### src/rtl/pwm_generator.sv
// 16-pin PWM generator with a shared, period-buffered 8-bit duty cycle.
// Each pin is forced low, held high, or driven by the PWM level.
module pwm_generator #(
  parameter int unsigned PRESCALE = 13
) (
  input  logic        clk,
  input  logic        rst_n,
  input  logic [15:0] en_out,
  input  logic [15:0] en_pwm,
  input  logic [7:0]  duty,
  output logic [15:0] pwm_out,
  output logic        period_start
);

  localparam logic [15:0] LAST = 16'(PRESCALE - 1);

  logic [15:0] prescaler;
  logic [7:0]  cnt;
  logic [7:0]  duty_shadow;
  logic        tick;
  logic        wrap;
  logic        wrap_q;
  logic        lvl;
  logic [15:0] pins;

  assign tick = (prescaler == LAST);
  assign wrap = tick && (cnt == 8'hFF);

  // Full-scale duty must not drop for the cnt==255 step.
  assign lvl  = (duty_shadow == 8'hFF) || (cnt < duty_shadow);
  assign pins = en_out & (~en_pwm | {16{lvl}});

  always_ff @(posedge clk or negedge rst_n) begin
    if (!rst_n) begin
      prescaler    <= '0;
      cnt          <= '0;
      duty_shadow  <= '0;
      wrap_q       <= 1'b0;
      pwm_out      <= '0;
      period_start <= 1'b0;
    end else begin
      prescaler <= tick ? '0 : prescaler + 16'd1;
      if (tick) cnt <= cnt + 8'd1;
      if (wrap) duty_shadow <= duty;
      wrap_q  <= wrap;
      pwm_out <= pins;
      // Two stages so the pulse lines up with the first pin value of a period.
      period_start <= wrap_q;
    end
  end

endmodule

### config.mk
export PLATFORM = sky130hd
export DESIGN_NAME = pwm_generator
export DESIGN_NICKNAME = d
export VERILOG_FILES = /design/src/rtl/pwm_generator.sv
export SDC_FILE = /design/constraint.sdc
export NUM_CORES = 1
export LEC_CHECK = 0
export ABC_AREA = 1
export CORE_UTILIZATION = 40
export CTS_CLUSTER_SIZE = 28
export DETAILED_ROUTE_END_ITERATION = 8
export PLACE_DENSITY = 0.78
export SYNTH_ARGS = -nofsm -noshare
export SYNTH_HDL_FRONTEND = slang
export SYNTH_SLANG_ARGS = --single-unit
### constraint.sdc
create_clock -name clk -period 2.1 [get_ports clk]
set_input_delay 0.21 -clock clk [delete_from_list [all_inputs] [get_ports clk]]
set_output_delay 0.21 -clock clk [all_outputs]
set_load 0.02 [all_outputs]
==> key figures <==
Min path
  – HP Class: reg2reg

Final layout
  – Antenna diodes: 0
  – Fillcell total: between 500 and 600
  – Final nets: 407
  – Post-route cell area: 0.00326 mm2
  – FF/Latch Area: 0.00125 mm2
  – Area growth syn-to-layout: 31.3%
  – Share of layout cells above drive strength 1: under 10%
  – Multi-input gate area: 997 um2
  – Fin cells: between 400 and 500

Timing
  – Final Cycle Share: 84.1%
  – Final setup margin: 0.333 ns
  – Slew Viols, Final: 0
  – Rel. slew slack: 66.0%
  – Final Setup Violations: 0
  – Unrepaired setup endpoints after global routing: false
  – Fmax: 566 MHz
  – Final Hold Viols: 0
  – Least-Margin Pin Slew: 0.508 ns
  – Post-route clock skew: 0.00744 ns
  – Crit path time final: 1.77 ns
  – Setup TNS: 0 ns

Global route
  – Antenna violations before repair: 0
  – Overflow after GRT: 0
  – Largest net degree at the start of global routing: 21
  – All-Layer GR Usage: 17.3%
  – First-pass GRT wire length: 8.65 mm
  – Vias in the first global route: between 2,000 and 2,500

Power
  – Net Switching: 401 uW
  – Int Power: 1.32 mW
  – Sequential Power Share: 57.1%
  – Pwr per Cell Area: approximately 530 mW/mm2
  – Leakage Power: 1.74 nW
  – Tot Pwr: about 1.7 mW
  – Clk pwr share: 33.4%
  – Net Sw Frac: between 20% and 30%
  – VDD IR max: 0.339 mV
  – Comb pwr share: 9.5%

Yosys
  – Synth Cell Area: 0.00248 mm2
  – Gate Count Post-Synth: between 200 and 300
  – Syn nets: 340
  – Synth unique cells: 27
  – Sequential share of the synthesized area: 50.4%
  – Synth top area cells: dfrtp_1 (50%), nand2_1 (10%), inv_1 (7.4%)
  – Top-area cell type share of the netlist area: 50.4%
  – Cell taking the most area after synthesis: dfrtp_1
  – Synthesized area per cell: 8.62 um2
  – Yosys reg bits: 50
  – Warnings, synthesis: 0

Route
  – DR iter-0 viols: 71
  – WL/cell: 11.1 um
  – Vias/cell: 4.71
  – Post-route DRC: 0
  – Pre-antenna DRT Iters: 4
  – Via Count: 2,030
  – Final WL: 4.79 mm
  – Routed Antenna Nets: 0

Place
  – Placed Cells incl. Taps: approximately 420
  – HPWL after detailed placement: 3.82 mm
  – Pre-CTS setup slack: approximately 0.36 ns
  – Placed cell areas: 0.00316 mm2
  – Number of port buffers: 58
  – Placer congestion estimate: 0.813

Floorplan
  – Initial cell density of the core: 41.7%
  – Die width: 80.8 um
  – Ports: 59
  – Die area: 0.00653 mm2
  – Cell Rows: 28
  – Core area: 0.00596 mm2
  – DIE HEIGHT: 80.8 um

Setup path
  – Setup crit end kind: flop
  – Worst path arrival time: 2.02 ns
  – CP max FO: 16
  – Crit path kind: reg2reg
  – Critical path required time: 2.36 ns
  – Startpoint Class: flop

CTS
  – Worst-path clk slew: roughly 0.10 ns
  – CTS H-Tree Depth: 2
  – Clk_lat worst skew: between 0.3 and 0.4 ns
  – CTS root buffer: clkbuf_8
  – Clk sink count: 50
  – CTS tree: done
  – Max Root-Sink Buffers: 2
  – Resized cells post-CTS: 0
  – Number of setup buffers added after CTS: 0
  – CTS buffer count: 5

Outcome
  – Status: finished clean

Job
  – Max Cap Violations: 0
per-layer routing:
layer  up-vias  part of all wire [%]  wire length (um)  GRT usage, %
met1       936                    43              2050          20.0
li1       1031                     -                 -             -
met4         0                   1.3                63          5.18
met5         -                     0                 0             0
met2        56                    49              2340          30.3
met3         7                   7.1               340          5.96
per-stage QoR:
stage          utilization [%]  hold WS (ns)
2_1_floorplan                -       -0.0856
3_3_place_gp              53.0         0.175
3_5_place_dp              53.0         0.174
4_1_cts                   54.7         0.356
5_1_grt                   54.7         0.361
6_report                  54.7         0.352
final timing paths:
kind                       slack (ns)               start                 endpoint  depth (start not counted)
setup / recovery                 0.33  cnt[5]$_DFFE_PN0N_     pwm_out[0]$_DFF_PN0_                          8
hold / removal                   0.35    wrap_q$_DFF_PN0_   period_start$_DFF_PN0_                          0
setup reg to reg                 0.33  cnt[5]$_DFFE_PN0N_     pwm_out[0]$_DFF_PN0_                          8
hold reg to reg                  0.35    wrap_q$_DFF_PN0_   period_start$_DFF_PN0_                          0
max in group asynchronous        1.15               rst_n  prescaler[15]$_DFF_PN0_                          3
min in group asynchronous        0.37               rst_n   prescaler[5]$_DFF_PN0_                          2
final cells by class:
| cell class | instances | area share [%] |
|---|---|---|
| multi-input cells | 180 | 30.6 |
| clock buffers | 5 | 2.11 |
| inverters | 55 | 6.41 |
| flip-flops and latches | 50 | 38.4 |
| well taps | 75 | 2.88 |
| repair buffers | 63 | 18.9 |
| clock inverters | 3 | 0.767 |
kinds of logic after synthesis:
| group | count (synthesis) | synth area share, % |
|---|---|---|
| AO/OA/AOI/OAI | 7 | 1.41 |
| AND/OR/NAND/NOR | 147 | 28.1 |
| adder cells (fa/ha/maj) | 10 | 5.04 |
| XOR/XNOR | 16 | 5.64 |
| flip-flops | 50 | 50.4 |
| buffers and inverters | 58 | 9.47 |
Yosys cell counts:
library cell / number
nand2_1: 67
dfrtp_1: 50
inv_1: 49
nand3_1: 34
nor2_1: 16
xor2_1: 14
ha_1: 10
nand4_1: 10
nor3_1: 6
nor2_2: 5
o21ai_1: 4
inv_2: 3
a21oi_1: 2
buf_4: 2
clkinv_1: 2
nand2_4: 2
xnor2_1: 2
and3_2: 1
buf_6: 1
inv_4: 1
nand2_2: 1
nand3_2: 1
nor2_4: 1
nor2_8: 1
nor3b_1: 1
nor4_1: 1
o21ai_0: 1
placed cells by master, fill, tap and decap left out, types with 3 or more instances in the layout:
master and instances:
nor2_2 5, nand4_1 10, inv_1 49, o21ai_1 4
nand2_1 67, clkbuf_8 5, nor3_1 6, dfrtp_1 50
buf_4 4, clkdlybuf4s50_1 57, nor2_1 16, xor2_1 14
ha_1 10, nand3_1 34, inv_2 3
power groups by stage:
stage                     logic [mW]  registers, mW  clock network [mW]
after floorplan               0.0115           1.02                   0
after global routing           0.179          0.983               0.631
after detailed placement       0.164           1.00                   0
after CTS                      0.166          0.981               0.594
final                          0.163          0.981               0.575
after global placement         0.163           1.00                   0
state kept, by name, summed over array words and instances, names as in the netlist:
name	count
duty_shadow	8
wrap_q	1
prescaler	16
cnt	8
pwm_out	16
period_start	1
critical path: stages (launching register included):
cell and delay, ns:
dfrtp_1 0.46, ha_1 0.33, a21oi_1 0.14, nor2_1 0.05, nor3_1 0.12, nand2_1 0.33
nand3_1 0.17, nand2_1 0.06, inv_1 0.05
timing repair:
action,CTS,global route
setup endpoints to repair,0,0
endpoints found under the hold margin,18,0
hold buffers,1,0
Power figures use the tool's default switching activity.
